--- src/rtl/bsg_fsb_node_power_seq.sv ---
// Power/isolation sequencer for one FSB node in a switchable power domain.
// Orders switch enable, level-shifter enable, node reset and the FSB traffic gate.
module bsg_fsb_node_power_seq #(
  parameter int pwr_good_timeout_p = 255,
  parameter int reset_cycles_p     = 16,
  parameter int drain_idle_p       = 8,
  parameter int drain_timeout_p    = 1023
) (
  input  logic       clk_i,
  input  logic       reset_i,
  input  logic       on_req_i,
  input  logic       off_req_i,
  input  logic       pwr_good_i,
  input  logic       fsb_v_o_i,
  input  logic       node_v_o_i,
  output logic       pwr_en_o,
  output logic       en_ls_o,
  output logic       node_reset_o,
  output logic       gate_o,
  output logic       on_o,
  output logic       err_o,
  output logic [2:0] state_o
);

  function automatic int max_of(input int a, input int b);
    return (a > b) ? a : b;
  endfunction

  localparam int MAX_P = max_of(max_of(pwr_good_timeout_p, reset_cycles_p),
                                max_of(drain_idle_p, drain_timeout_p));
  localparam int CNT_W = (MAX_P < 2) ? 1 : $clog2(MAX_P + 1);

  localparam logic [CNT_W:0] PG_TO    = (CNT_W+1)'(pwr_good_timeout_p);
  localparam logic [CNT_W:0] RST_CYC  = (CNT_W+1)'(reset_cycles_p);
  localparam logic [CNT_W:0] IDLE_CYC = (CNT_W+1)'(drain_idle_p);
  localparam logic [CNT_W:0] DRAIN_TO = (CNT_W+1)'(drain_timeout_p);

  localparam logic [2:0] ST_OFF      = 3'd0;
  localparam logic [2:0] ST_PWR_UP   = 3'd1;
  localparam logic [2:0] ST_NODE_RST = 3'd2;
  localparam logic [2:0] ST_ON       = 3'd3;
  localparam logic [2:0] ST_DRAIN    = 3'd4;
  localparam logic [2:0] ST_ISO      = 3'd5;
  localparam logic [2:0] ST_PWR_DN   = 3'd6;

  logic [2:0]       r_state;
  logic [2:0]       w_next_state;
  logic [CNT_W-1:0] r_cnt;
  logic [CNT_W-1:0] r_idle_cnt;
  logic             r_err;
  logic             w_set_err;
  logic             w_clr_err;
  logic             w_idle;
  logic [CNT_W:0]   w_cnt_inc;
  logic [CNT_W:0]   w_idle_inc;

  // Increments are one wider so "this cycle completes N" never overflows.
  assign w_idle     = ~fsb_v_o_i & ~node_v_o_i;
  assign w_cnt_inc  = {1'b0, r_cnt} + {{CNT_W{1'b0}}, 1'b1};
  assign w_idle_inc = {1'b0, r_idle_cnt} + {{CNT_W{1'b0}}, 1'b1};

  always_ff @(posedge clk_i) begin
    if (reset_i) begin
      r_state    <= ST_OFF;
      r_cnt      <= '0;
      r_idle_cnt <= '0;
      r_err      <= 1'b0;
    end else begin
      r_state <= w_next_state;
      if (w_next_state != r_state)
        r_cnt <= '0;
      else if (r_cnt != {CNT_W{1'b1}})
        r_cnt <= r_cnt + 1'b1;
      if ((w_next_state != r_state) || !w_idle)
        r_idle_cnt <= '0;
      else if (r_idle_cnt != {CNT_W{1'b1}})
        r_idle_cnt <= r_idle_cnt + 1'b1;
      if (w_set_err)
        r_err <= 1'b1;
      else if (w_clr_err)
        r_err <= 1'b0;
    end
  end

  always_comb begin
    w_next_state = r_state;
    w_set_err    = 1'b0;
    w_clr_err    = 1'b0;
    case (r_state)
      ST_PWR_UP: begin
        if (pwr_good_i) begin
          w_next_state = ST_NODE_RST;
        end else if (w_cnt_inc >= PG_TO) begin
          w_next_state = ST_PWR_DN;
          w_set_err    = 1'b1;
        end
      end
      ST_NODE_RST: begin
        if (!pwr_good_i) begin
          w_next_state = ST_ISO;
          w_set_err    = 1'b1;
        end else if (w_cnt_inc >= RST_CYC) begin
          w_next_state = ST_ON;
        end
      end
      ST_ON: begin
        if (!pwr_good_i) begin
          w_next_state = ST_ISO;
          w_set_err    = 1'b1;
        end else if (off_req_i) begin
          w_next_state = ST_DRAIN;
        end
      end
      ST_DRAIN: begin
        // Power loss, then timeout, then a completed idle run, then abort.
        if (!pwr_good_i) begin
          w_next_state = ST_ISO;
          w_set_err    = 1'b1;
        end else if (w_cnt_inc >= DRAIN_TO) begin
          w_next_state = ST_ISO;
          w_set_err    = 1'b1;
        end else if (w_idle && (w_idle_inc >= IDLE_CYC)) begin
          w_next_state = ST_ISO;
        end else if (on_req_i && !off_req_i) begin
          w_next_state = ST_ON;
        end
      end
      ST_ISO: begin
        w_next_state = ST_PWR_DN;
      end
      ST_PWR_DN: begin
        if (!pwr_good_i) begin
          w_next_state = ST_OFF;
        end else if (w_cnt_inc >= PG_TO) begin
          w_next_state = ST_OFF;
          w_set_err    = 1'b1;
        end
      end
      default: begin
        // OFF, and the unused encoding 7 behaves the same way.
        if (on_req_i) begin
          w_next_state = ST_PWR_UP;
          w_clr_err    = 1'b1;
        end
      end
    endcase
  end

  always_comb begin
    pwr_en_o     = 1'b0;
    en_ls_o      = 1'b0;
    node_reset_o = 1'b1;
    gate_o       = 1'b1;
    on_o         = 1'b0;
    case (r_state)
      ST_PWR_UP: begin
        pwr_en_o = 1'b1;
      end
      ST_NODE_RST: begin
        pwr_en_o = 1'b1;
        en_ls_o  = 1'b1;
      end
      ST_ON: begin
        pwr_en_o     = 1'b1;
        en_ls_o      = 1'b1;
        node_reset_o = 1'b0;
        gate_o       = 1'b0;
        on_o         = 1'b1;
      end
      ST_DRAIN: begin
        pwr_en_o     = 1'b1;
        en_ls_o      = 1'b1;
        node_reset_o = 1'b0;
      end
      ST_ISO: begin
        pwr_en_o = 1'b1;
      end
      default: begin
        pwr_en_o = 1'b0;
      end
    endcase
  end

  assign err_o   = r_err;
  assign state_o = r_state;

endmodule

--- config.mk ---
export PLATFORM = sky130hd
export DESIGN_NAME = bsg_fsb_node_power_seq
export DESIGN_NICKNAME = d
export VERILOG_FILES = /design/src/rtl/bsg_fsb_node_power_seq.sv
export SDC_FILE = /design/constraint.sdc
export NUM_CORES = 1
export LEC_CHECK = 0
export CAP_MARGIN = 20
export CORE_MARGIN = 1
export CORE_UTILIZATION = 60
export CTS_BUF_LIST = sky130_fd_sc_hd__clkbuf_8
export CTS_CLUSTER_DIAMETER = 100
export DETAILED_ROUTE_END_ITERATION = 10
export DONT_BUFFER_PORTS = 1
export PLACE_DENSITY = 0.87
export SYNTH_ARGS = -nofsm -noshare
export SYNTH_HDL_FRONTEND = slang
export SYNTH_SLANG_ARGS = --single-unit
--- constraint.sdc ---
create_clock -name clk_i -period 5.53 [get_ports clk_i]
set_input_delay 1.106 -clock clk_i [delete_from_list [all_inputs] [get_ports clk_i]]
set_output_delay 1.106 -clock clk_i [all_outputs]
set_load 0.02 [all_outputs]
==> impl_results.md <==
- Site row count: 19
- Setup TNS: 0 ns
- Period utilisation layout: 62.6%
- Met3 global-route usage: 3.13%
- Peak VDD IR: 0.000164 V
- Area grow syn2layout: 2.68%
- CP bufs+invs: 1
- CTS tree: built
- Count of final setup violators: 0
- Post-Synth Adder-Cell Area: 3.36%
- Leakage: 0.602 nW
- Sequential share of power: 35.0%
- CP Launch Type: flip-flop
- Synth Register Bits: 24
- EDFF count, synth: 0
- PwrDens: 374 mW/mm^2
- Via density: 7.15
- Die area: 0.00333 sq mm
- Crit path max-delay cell type: dfxtp_1
- WP data arrival: 2.36 ns
- Synth Area per Inst: 8.18 sq um
- Busiest grt layer: met2
- Post-CTS Resized: 0
- Slew headroom: 34.8%
- Top-area cell type share of the netlist area: 25.8%
- Crit path launch: state_o[2]
- Die X: 57.7 um
- CP Capture Type: output port
- Synth Net Count: 240
- Largest area contributor in the netlist: dfxtp_1
- DRC: 2
- Final ANT Viol Nets: 0
- FFs w/ async S/R, synth: 0%
- DR iter-0 viols: 229
- Worst-margin pin slew: 0.975 ns
- Failing checks: design-rule violations
- Max incr delay on CP: 0.76 ns
- Multi-input logic area: 0.00129 sq mm
- Net Sw Frac: 46.5%
- R2R Path Start: r_cnt[0]
- WL final: 4320 um
- Final core utilization: 67.1%
- Buffers added on ports: 0
- Min-delay worst type: flip-flop to flip-flop
- Met1 usage: 35.3%
- Net Switching: 0.333 mW
- Routed vias: 1787
- Unrepaired setup endpoints after global routing: no
- I/O pin count: 16
- Register Area: 480 sq um
- Critical Path RT: 4.42 ns
- Status: finished with violations
- Clock transition at the registers of the reported paths: 0.09 ns
- Num CTS Buffers: 3
- Internal Power: 0.383 mW
- Initial antenna violation count: 0
- Ant. Diodes: 0
- Gate power share: 42.8%
- Minimum clock period: 3.46 ns
- Clk sink count: 24
- Fmax: 289 MHz
- Die Y: 57.7 um
- XOR/XNOR share of the synthesized area: 4.23%
- CTS max path bufs: 2
- Reg2reg setup slack: 2.12 ns
- GRT met2 Usage: 41.5%
- Starting Density: 65.4%
- CTS root buf: clkbuf_8
- Mux cell area share after synthesis: 1.07%
- Worst path depth: 3
- Critical Path End: node_reset_o
- Synth cell types: 59
- Top cells by count, synth: dfxtp_1 (24), nor2_1 (23), nand2_1 (18), nor3_1 (16)
- Pin count of the biggest net entering global routing: 21
- DP HPWL: 2940 um
- Final Hold Violating Endpoints: 0
- Max Slew Vio Count: 0
- Gate Count Post-Synth: 228
- DR WL/cell: 17.3 um
- GP Congestion: 0.924
- Critical path type: flip-flop to output port
- Cts hold-fix bufs: 0
- GRT Overall Usage: 26.1%
- Largest delay share family, worst path: simple AND/OR/NAND/NOR gates
- Max-cap violations: 0
- Synth top area cells: dfxtp_1 (26%), nor2_1 (4.6%), a2111oi_4 (4.4%), nor3_1 (4.3%), nand2_1 (3.6%)
- Top_reg_cell synth: dfxtp_1
- R2R cell count: 9
- Pre-antenna DRT Iters: 8
- Clock share of power: 22.3%
- Cell Area, Synth: 0.00186 sq mm
- Worst-Skew Late Latency: 0.28 ns
- Layout cells sized above 1: 11.9%
- Area fraction in compound gates after synthesis: 29.6%
- Global route overflow: 0
- Worst Clk Skew: 0.00592 ns
- H-Tree Depth: 1
- Synth warnings: 0
- Core ar.: 0.00285 sq mm
- Main combinational cell family by area after synthesis: simple AND/OR/NAND/NOR gates
- Global-route wire length before repair: 6800 um
- Critical R2R Capture: r_cnt[1]
- Sequential-to-total area share from yosys stat: 25.8%
- Post-CTS Setup Inserts: 0
- Most common cell in the netlist: dfxtp_1
- Worst-path cell chain: clkinv_1 -> nor3_1 -> nor2_1
- Crit-path max FO: 15
- Nets: 232
- Post-synthesis simple-gate area fraction: 30.9%
- Vias in the first global route: 1499
- # fillers: 256
sequential cells by signal, indices dropped and copies added (netlist names):
signal / count
r_idle_cnt: 10
state_o: 3
r_cnt: 10
err_o: 1
kinds of logic (layout without fill, tap and decap cells):
family          count (synthesis)  count (layout)
simple gates                  102             102
fa+ha+maj                       5               5
compound gates                 65              65
flops                          24              24
xor+xnor                        9               9
mux                             2               2
buf+inv                        21              12
per-layer routing:
metal  share of wire (%)  wire length (um)
met1                  45              1950
met2                  46              2000
met3                 6.8               292
met4                 1.9                80
met5                   0                 0
layout by cell type, fill, tap and decap left out, types with 3 or more instances in the layout:
| cell type | count |
|---|---|
| nor4_2 | 5 |
| a21oi_1 | 8 |
| o21ai_0 | 10 |
| and4_1 | 4 |
| nand2_1 | 18 |
| nor2_1 | 23 |
| or3_1 | 3 |
| inv_1 | 6 |
| a211oi_1 | 6 |
| nand3_1 | 10 |
| a2111oi_4 | 3 |
| ha_1 | 5 |
| nor3_1 | 16 |
| nand4_1 | 8 |
| o21a_1 | 3 |
| xnor2_1 | 5 |
| dfxtp_1 | 24 |
| clkbuf_8 | 3 |
| a31o_2 | 3 |
| xor2_1 | 4 |
per-stage QoR:
stage / total power, mW / instances / hold slack (ns) / area, sq um / setup WS, ns
floorplan: 0.506 / 228 / 0.552 / 1860 / 2.44
CTS: 0.713 / 250 / 0.597 / 1910 / 2.13
global placement: 0.541 / 246 / 0.572 / 1840 / 2.15
detailed placement: 0.550 / 246 / 0.584 / 1840 / 2.09
global route: 0.748 / 250 / 0.651 / 1910 / 1.87
finish: 0.715 / 250 / 0.598 / 1910 / 2.07
final cells by class:
cell class / instances / area share [%]
clock buffers: 3 / 2.16
multi-input cells: 183 / 67.4
repair buffers: 1 / 0.392
flip-flops and latches: 24 / 25.1
clock inverters: 1 / 1.57
well taps: 31 / 2.03
inverters: 7 / 1.37
worst min path at each step:
stage	start	end	slack [ns]	cells past startpoint
floorplan	r_idle_cnt[1]	r_idle_cnt[1]	0.55	2
global placement	r_idle_cnt[1]	r_idle_cnt[1]	0.57	2
detailed placement	r_idle_cnt[1]	r_idle_cnt[1]	0.58	2
CTS	r_idle_cnt[1]	r_idle_cnt[1]	0.60	2
global route	r_idle_cnt[1]	r_idle_cnt[1]	0.65	2
finish	r_idle_cnt[1]	r_idle_cnt[1]	0.60	2
power groups by stage:
stage	clock network, mW	logic (mW)	registers, mW
after floorplan	0	0.275	0.231
after global placement	0	0.291	0.250
after detailed placement	0	0.297	0.252
after CTS	0.162	0.302	0.249
after global routing	0.169	0.326	0.254
final	0.159	0.306	0.250
worst register-to-register path: cells and delay by family, from the launching register on:
kind,cells,cell delay [ns]
compound gates,4,1.34
simple gates,4,1.06
flops,1,0.48
fa+ha+maj,1,0.43
Power figures use the tool's default switching activity.
